[src/rtl/audio_pkg.sv]
`default_nettype none
// ============================================================================
// Module : audio_pkg
// Brief  : Shared types for the audio frame FIFO (FSM states, output modes).
// Rev    : 1.0
// ============================================================================
package audio_pkg;

    typedef enum logic [0:0] {
        FILL   = 1'b0,
        STREAM = 1'b1
    } fifo_state_e;

    typedef enum logic [1:0] {
        MODE_PASS  = 2'd0,
        MODE_SWAP  = 2'd1,
        MODE_MUTE  = 2'd2,
        MODE_SHIFT = 2'd3
    } audio_mode_e;

endpackage
`default_nettype wire

[src/rtl/fifo_ram.sv]
`default_nettype none
// ============================================================================
// Module : fifo_ram
// Brief  : Frame storage, synchronous write, asynchronous read, no reset.
// Rev    : 1.0
// ============================================================================
module fifo_ram #(
    parameter int WORD_W_P = 48,
    parameter int DEPTH_P  = 16
) (
    input  logic                       clk_i,
    input  logic                       we_i,
    input  logic [$clog2(DEPTH_P)-1:0] waddr_i,
    input  logic [WORD_W_P-1:0]        wdata_i,
    input  logic [$clog2(DEPTH_P)-1:0] raddr_i,
    output logic [WORD_W_P-1:0]        rdata_o
);

    logic [WORD_W_P-1:0] r_mem [DEPTH_P];

    always_ff @(posedge clk_i) begin
        if (we_i) begin
            r_mem[waddr_i] <= wdata_i;
        end
    end

    assign rdata_o = r_mem[raddr_i];

endmodule
`default_nettype wire

[src/rtl/audio_frame_fifo.sv]
`default_nettype none
// ============================================================================
// Module : audio_frame_fifo
// Brief  : Elastic multi-channel audio frame FIFO with prefill, underrun
//          counting and run-time output processing (pass/swap/mute/shift).
// Rev    : 1.0
// ============================================================================
module audio_frame_fifo
    import audio_pkg::*;
#(
    parameter int WIDTH_P   = 24,
    parameter int NUM_CH_P  = 2,
    parameter int DEPTH_P   = 16,
    parameter int PREFILL_P = 8,
    parameter int CNT_W_P   = 8
) (
    input  logic                          clk_i,
    input  logic                          reset_i,
    input  logic                          flush_i,
    input  logic                          valid_i,
    output logic                          ready_o,
    input  logic [NUM_CH_P*WIDTH_P-1:0]   data_i,
    output logic                          valid_o,
    input  logic                          ready_i,
    output logic [NUM_CH_P*WIDTH_P-1:0]   data_o,
    input  logic [1:0]                    mode_i,
    input  logic [$clog2(WIDTH_P)-1:0]    shift_i,
    output logic [$clog2(DEPTH_P):0]      count_o,
    output logic [CNT_W_P-1:0]            underrun_o,
    output logic                          streaming_o
);

    localparam int c_addr_w = $clog2(DEPTH_P);
    localparam int c_data_w = NUM_CH_P * WIDTH_P;
    localparam logic [c_addr_w:0] c_prefill = PREFILL_P[c_addr_w:0];

    logic [c_addr_w:0]   r_wr_ptr;
    logic [c_addr_w:0]   r_rd_ptr;
    logic [c_addr_w:0]   r_count;
    fifo_state_e         r_state;
    logic [CNT_W_P-1:0]  r_underrun;

    logic                w_full;
    logic                w_empty;
    logic                w_valid;
    logic                w_push;
    logic                w_pop;
    logic                w_underrun;
    logic [c_data_w-1:0] w_rd_word;
    logic [c_data_w-1:0] w_proc;

    // Wrap bit distinguishes full from empty when the address bits match.
    assign w_full     = (r_wr_ptr[c_addr_w] != r_rd_ptr[c_addr_w]) &&
                        (r_wr_ptr[c_addr_w-1:0] == r_rd_ptr[c_addr_w-1:0]);
    assign w_empty    = (r_wr_ptr == r_rd_ptr);
    assign w_valid    = (r_state == STREAM) && !w_empty;
    assign w_push     = valid_i && !w_full;
    assign w_pop      = w_valid && ready_i;
    assign w_underrun = (r_state == STREAM) && w_empty && ready_i;

    fifo_ram #(
        .WORD_W_P (c_data_w),
        .DEPTH_P  (DEPTH_P)
    ) u_ram (
        .clk_i   (clk_i),
        .we_i    (w_push && !flush_i),
        .waddr_i (r_wr_ptr[c_addr_w-1:0]),
        .wdata_i (data_i),
        .raddr_i (r_rd_ptr[c_addr_w-1:0]),
        .rdata_o (w_rd_word)
    );

    always_ff @(posedge clk_i or posedge reset_i) begin
        if (reset_i) begin
            r_wr_ptr   <= '0;
            r_rd_ptr   <= '0;
            r_count    <= '0;
            r_state    <= FILL;
            r_underrun <= '0;
        end else if (flush_i) begin
            r_wr_ptr <= '0;
            r_rd_ptr <= '0;
            r_count  <= '0;
            r_state  <= FILL;
        end else begin
            if (w_push) r_wr_ptr <= r_wr_ptr + 1'b1;
            if (w_pop)  r_rd_ptr <= r_rd_ptr + 1'b1;
            case ({w_push, w_pop})
                2'b10:   r_count <= r_count + 1'b1;
                2'b01:   r_count <= r_count - 1'b1;
                default: r_count <= r_count;
            endcase
            case (r_state)
                FILL: begin
                    if (r_count >= c_prefill) r_state <= STREAM;
                end
                STREAM: begin
                    if (w_underrun) begin
                        r_state <= FILL;
                        if (r_underrun != '1) r_underrun <= r_underrun + 1'b1;
                    end
                end
                default: r_state <= FILL;
            endcase
        end
    end

    always_comb begin
        w_proc = '0;
        for (int k = 0; k < NUM_CH_P; k++) begin
            case (audio_mode_e'(mode_i))
                MODE_PASS:  w_proc[k*WIDTH_P +: WIDTH_P] = w_rd_word[k*WIDTH_P +: WIDTH_P];
                MODE_SWAP:  w_proc[k*WIDTH_P +: WIDTH_P] = w_rd_word[(NUM_CH_P-1-k)*WIDTH_P +: WIDTH_P];
                MODE_MUTE:  w_proc[k*WIDTH_P +: WIDTH_P] = '0;
                MODE_SHIFT: w_proc[k*WIDTH_P +: WIDTH_P] =
                                $signed(w_rd_word[k*WIDTH_P +: WIDTH_P]) >>> shift_i;
                default:    w_proc[k*WIDTH_P +: WIDTH_P] = '0;
            endcase
        end
    end

    assign ready_o     = !w_full;
    assign valid_o     = w_valid;
    assign data_o      = w_valid ? w_proc : '0;
    assign count_o     = r_count;
    assign underrun_o  = r_underrun;
    assign streaming_o = (r_state == STREAM);

endmodule
`default_nettype wire

[config.mk]
export PLATFORM = sky130hd
export DESIGN_NAME = audio_frame_fifo
export DESIGN_NICKNAME = d
export VERILOG_FILES = /design/src/rtl/audio_pkg.sv /design/src/rtl/fifo_ram.sv /design/src/rtl/audio_frame_fifo.sv
export SDC_FILE = /design/constraint.sdc
export NUM_CORES = 1
export LEC_CHECK = 0
export BUFFER_PORTS_ARGS = -buffer_cell sky130_fd_sc_hd__buf_2
export CORE_ASPECT_RATIO = 0.75
export CORE_MARGIN = 3
export CORE_UTILIZATION = 50
export DETAILED_ROUTE_END_ITERATION = 7
export PLACE_DENSITY = 0.69
export SETUP_SLACK_MARGIN = 0.15
export SYNTH_ARGS = -nofsm -noshare
export SYNTH_HDL_FRONTEND = slang
export SYNTH_HIERARCHICAL = 1
export SYNTH_SLANG_ARGS = --single-unit
[constraint.sdc]
create_clock -name clk_i -period 5.6 [get_ports clk_i]
set_input_delay 0.56 -clock clk_i [delete_from_list [all_inputs] [get_ports clk_i]]
set_output_delay 0.56 -clock clk_i [all_outputs]
set_load 0.03 [all_outputs]
Word level (Yosys, flattened, before mapping)
Memory sizes are Yosys's and may differ from the RTL's.
Index checks and enable logic that the tools add are counted.
{ "op_classes": {"add_sub_neg": 5, "multipliers": 0, "div_mod_pow": 0, "n_lt_le_gt_ge": 1, "eq_ne": 9, "shifts": 2, "muxes": 15, "n_bitwise": 2, "n_reduce_logical": 15} }
{ "ops": {"columns": ["op", "count"], "rows": [
  ["$pmux W24 S4", 2],
  ["$mux W48", 1],
  ["$sshr A24 B5 Y24", 2],
  ["$mux W5", 5],
  ["$add A5 B1 Y5 const B", 3],
  ["$pmux W5 S2", 1],
  ["$add A8 B1 Y8 const B", 1],
  ["$ne A8 B8 Y1 const B", 1],
  ["$logic_and A1 B1 Y1", 7],
  ["$eq A2 B2 Y1 const B", 3],
  ["$eq A5 B5 Y1", 1],
  ["$ge A5 B4 Y1 const B", 1],
  ["$mux W1", 5],
  ["$sub A5 B1 Y5 const B", 1],
  ["$eq A2 B1 Y1 const B", 2],
  ["$eq A4 B4 Y1", 1],
  ["$reduce_and A4 Y1", 1],
  ["$reduce_bool A2 Y1", 2],
  ["$logic_not A1 Y1", 3],
  ["$reduce_bool A3 Y1", 1],
  ["$logic_not A2 Y1", 1],
  ["$not A1 Y1", 2],
  ["$pmux W1 S2", 1],
  ["$ne A1 B1 Y1", 1]
]} }
{ "totals": {"register_bits": 24, "latchBits": 0, "mem_bits_rw": 768, "romBits": 0, "word_cells": 55, "memories": 1} }
{ "memory_table": {"columns": ["memory", "words", "width", "read_ports", "rd_clocked_by_memory_dff", "write_ports", "line_no", "source"], "rows": [
  ["u_ram.r_mem", 16, 48, 1, 0, 1, "fifo_ram.sv:19", "logic [WORD_W_P-1:0] r_mem [DEPTH_P];"]
]} }

Logic depth before layout (Yosys ltp)
{ "logic_depth": {"word_depth": 7, "mapped_depth": 13, "depth_no_buf": 11} }

Modules after synthesis
Netlist, hierarchy kept.
{ "by_module_without_submodules": {"columns": ["module", "instances", "cells_each", "area_per_inst_um2", "seq_area_each_um2"], "rows": [
  ["fifo_ram", 1, 1194, 28733.8, 23062.1],
  ["audio_frame_fifo", 1, 607, 4931.0, 600.6]
]} }

Worst setup path after synthesis
No wires, ideal clock.
{ "synth_path": {"path_kind": "reg2reg", "start": "register r_wr_ptr[4]", "end": "memory u_ram.r_mem[0][0] (enable)", "setup_time_ns": 0.513, "t_arrival_ns": 5.142, "required_ns": 5.087, "setup_slack_ns": -0.055, "stages_incl_launch_ff": 6, "n_path_buf": 0, "path_cell_list": "dfrtp_1 -> xnor2_1 -> o21ai_0 -> nor2_1 -> or3b_2 -> nor3_1"} }
{ "synth_between": {"elab_chain_cells": 7} }
{ "synth_rtl": {"columns": ["element", "line_no", "source"], "rows": [
  ["start, declared", "audio_frame_fifo.sv:37", "logic [c_addr_w:0] r_wr_ptr;"],
  ["start signal, assigned", "audio_frame_fifo.sv:86", "if (w_push) r_wr_ptr <= r_wr_ptr + 1'b1;"],
  ["$ne A1 B1 Y1", "audio_frame_fifo.sv:53", "assign w_full = (r_wr_ptr[c_addr_w] != r_rd_ptr[c_addr_w]) &&"],
  ["$logic_and A1 B1 Y1", "audio_frame_fifo.sv:53", null],
  ["$logic_not A1 Y1", "audio_frame_fifo.sv:57", "assign w_push = valid_i && !w_full;"],
  ["$logic_and A1 B1 Y1", "audio_frame_fifo.sv:57", null],
  ["$logic_and A1 B1 Y1", "audio_frame_fifo.sv:66", ".we_i (w_push && !flush_i),"],
  ["$mux W1", "fifo_ram.sv:22", "if (we_i) begin"],
  ["$mux W1 (not written as such)", "fifo_ram.sv:23", "r_mem[waddr_i] <= wdata_i;"],
  ["end, declared", "fifo_ram.sv:19", null]
]} }
Every way passes these cells.

Final worst setup path
{ "layout_path": {"start": "register r_rd_ptr[0]", "end": "output data_o[28]"} }
{ "layout_between": {"elab_chain_cells": 4, "word_cells_on_any_way": 7, "cone_classes": "eq/ne (1); shift (1); mux (2); reduce/logical (2); memory (1)"} }
{ "layout_rtl": {"columns": ["element", "line_no", "source"], "rows": [
  ["start, declared", "audio_frame_fifo.sv:38", "logic [c_addr_w:0] r_rd_ptr;"],
  ["start signal, assigned", "audio_frame_fifo.sv:87", "if (w_pop) r_rd_ptr <= r_rd_ptr + 1'b1;"],
  ["$mem_v2 Z16 W48", null, null],
  ["named net w_rd_word[41]", "audio_frame_fifo.sv:49", "logic [c_data_w-1:0] w_rd_word;"],
  ["$sshr A24 B5 Y24", "audio_frame_fifo.sv:116", "$signed(w_rd_word[k*WIDTH_P +: WIDTH_P]) >>> shift_i;"],
  ["$pmux W24 S4", "audio_frame_fifo.sv:111", "case (audio_mode_e'(mode_i))"],
  ["$mux W48", "audio_frame_fifo.sv:124", "assign data_o = w_valid ? w_proc : '0;"],
  ["end, declared", "audio_frame_fifo.sv:25", "output logic [NUM_CH_P*WIDTH_P-1:0] data_o,"]
]} }
The timed path passes the listed nets, and every way through them passes these cells.

==> run_results.csv <==
group,metric,value,unit
run_status,outcome,"finished clean",
placement,dp.cells,2742,
drt,drc,0,
cts,clk_pin_slew,0.06,ns
drt,ant_nets,0,
setup_path,cp_max_fo,12,
yosys,synth_ff_type,"edfxtp_1",
sta,final_hold_viol_count,0,
floorplanning,start_util,0.511,
yosys,async_flop_share,0.0303,
yosys,synth-edff-count,768,
placement,place_area,0.0356,mm^2
sta,min_period_over_period,0.942,
pwr,cellInternalPower,9550,uW
setup_path,r2r_start,"r_rd_ptr[1]$_DFFE_PP0P_",
sta,worst_pin_slew,1.13,ns
layout,finalNonFillerCells,2881,
setup_path,worst-path-buf-inv,2,
cts,cts_num_sinks,792,
pwr,powerDensity,323,mW/mm^2
yosys,synthCells,1801,
cts,cts-hold-fix-buffers,0,
yosys,yosys_register_bits,792,
sta,relSlewSlack,0.248,
pwr,p_seq_frac,0.538,
drt,wire_per_inst,31.1,um
yosys,synth_top_area_share,0.685,
layout,nets,2014,
job,cap_violations,0,
cts,cts_max_path_buffers,3,
setup_path,setup.worst_path.end_class,"output port",
setup_path,crit_arrival,4.71,ns
setup_path,crit_chain,"buf_4, mux4_2, a22oi_1, nand2_1, mux4_1, mux2_2, o211ai_1, o31ai_1, a221oi_1, nor2_1, buf_2",
layout,drive_gt1_frac,0.289,
yosys,synth_top_cell_by_area,"edfxtp_1",
drt,vias,19000,
sta,skew,0.0142,ns
sta,clock.fmax,0.190,GHz
yosys,synth_fp_nets,1866,
floorplanning,die_h,231,um
drt,firstDrtPassIters,6,
global_route,grt_pass1_vias,19000,
cts,cts_tree,"yes",
cts,clk-insertion-delay-late,0.63,ns
layout,final_cell_mix,"768 x edfxtp_1, 227 x mux4_2, 123 x buf_2",
placement,post-place-ws,1.00,ns
placement,gp_congestion,0.963,
sta,final.setup.worst_slack,0.327,ns
pwr,p_sw,2690,uW
floorplanning,ios,124,
setup_path,worstRegToRegCells,8,
global_route,grt_use_met2,0.394,
hold_path,hold_class,"in2async",
sta,rsz0062_at_grt,"yes",
cts,post_cts.repair.setup_buffers,0,
setup_path,critPathLaunchType,"flop",
pwr,clkPwrFrac,0.394,
setup_path,crit_required,5.04,ns
floorplanning,die_x,306,um
setup_path,cpMaxStageDelayCell,"dfrtp_4",
global_route,grt_max_degree,55,
yosys,syn_area,0.0337,mm^2
layout,final_cell_area,0.0380,mm^2
yosys,yosys-top-cells-area,"edfxtp_1 69%, mux4_2 15%, a22oi_1 2.2%",
floorplanning,rows,81,
pwr,swShare,0.220,
drt,viasPerCell,6.59,
global_route,track_usage,0.257,
global_route,antenna_found_initial,8,
pwr,power_leakage,0.0122,uW
cts,htreeDepth,3,
layout,syn2layout_area_growth,12.8,%
pwr,p_comb_frac,0.068,
setup_path,crit_type,"reg2out",
drt,routed_wl,89700,um
global_route,grt_pass1_wl,132000,um
global_route,grt.busiest_layer,"met2",
layout,final_common_cell,"edfxtp_1",
global_route,met1_usage,0.377,
global_route,grtUsageMet3,0.0524,
yosys,ys_seq_area_frac,0.703,
drt,drtIter0Drc,2600,
floorplanning,core,0.0659,mm^2
placement,hpwl,50500,um
pwr,ir_drop,0.231,mV
setup_path,max_stage_delay,0.64,ns
layout,fillers,4929,
setup_path,crit_family,"multiplexers",
sta,tns,0,ns
global_route,grt_overflow,0,
yosys,syn_area_per_cell,18.7,um^2
sta,period_minus_slack,5.27,ns
yosys,yosysWarnings,6,
cts,clock-root-buffer,"clkbuf_16",
sta,setup_violations,0,
yosys,yosysUniqueCellTypes,65,
setup_path,ff2ff_setup_slack,1.48,ns
cts,cts_made_buffers,75,
floorplanning,die_area,0.0705,mm^2
placement,portBuffers,123,
sta,report.final.slew_viol_count,0,
setup_path,regToRegEndpoint,"u_ram/r_mem[0][9]$_DFFE_PP_",
[cells by family (layout without fill, tap and decap cells)]
family          Yosys count  in the layout  share of synthesized area
fa+ha+maj                 5              5                    0.00186
simple gates            290            290                     0.0383
xor+xnor                 24             24                    0.00624
other cells               0              4                          0
mux                     293            293                      0.178
compound gates          262            262                     0.0541
flops                   792            792                      0.703
buf+inv                 135            340                     0.0187
[repair_timing]
item | in CTS | in global routing
hold endpoints to repair | 0 | 0
endpoints found under the setup margin | 0 | 3
gates resized for setup | 0 | 2
[metrics by stage]
stage          total power (uW)   util  hold slack (ns)
4_1_cts                   12300  0.575            0.153
6_report                  12200  0.576            0.144
2_1_floorplan              7230      -            0.561
3_3_place_gp               7510  0.540            0.467
3_5_place_dp               7530  0.540            0.487
5_1_grt                   12600  0.576            0.213
[final cells by class]
type                    count  area (um^2)  area share
clock inverters            37          297     0.00781
inverters                  15         56.3     0.00148
clock buffers              97         2010      0.0530
repair buffers            191         1300      0.0343
multi-input cells         874         9520       0.251
well taps                 871         1090      0.0287
flip-flops and latches    792        23700       0.624
diodes                      4         10.0    0.000264
[routing by layer]
layer / part of all wire / vias up
li1: - / 7764
met1: 0.41 / 10100
met2: 0.47 / 1014
met3: 0.093 / 158
met4: 0.026 / 4
met5: 0.00030 / -
[sequential cells by signal, summed over array words and instances (netlist names)]
register,count
u_ram/r_mem,768
r_rd_ptr,5
r_wr_ptr,5
streaming_o,1
underrun_o,8
count_o,5
[power by group through the flow]
stage	clock network (uW)	registers [uW]	logic [uW]
finish	4830	6590	830
global route	5160	6590	888
CTS	4920	6590	818
detailed placement	0	6710	814
global placement	0	6710	802
floorplan	0	6740	500
[synth_stat cells (all sizes together) (10+ instances only)]
cell type	instances
edfxtp	768
mux4	238
nand2	120
a22oi	97
nor2	90
clkbuf	72
a21oi	52
buf	48
mux2	29
mux2i	26
dfrtp	24
o21ai	23
o211ai	17
nor2b	16
nor3	16
a211oi	14
inv	14
xnor2	13
xor2	11
and2	10
[how the worst max path moves through the flow]
stage	from	endpoint	slack, ns	cells after the start
2_1_floorplan	r_wr_ptr[4]$_DFFE_PP0P_	u_ram/r_mem[12][0]$_DFFE_PP_	0.28	5
3_3_place_gp	r_rd_ptr[0]$_DFFE_PP0P_	data_o[28]	1.01	11
3_5_place_dp	r_rd_ptr[0]$_DFFE_PP0P_	data_o[28]	1.00	11
4_1_cts	r_rd_ptr[0]$_DFFE_PP0P_	data_o[28]	0.28	11
5_1_grt	r_rd_ptr[0]$_DFFE_PP0P_	data_o[0]	0.14	11
6_report	r_rd_ptr[0]$_DFFE_PP0P_	data_o[28]	0.33	11
Note: power is estimated with default switching activity, not from simulation.
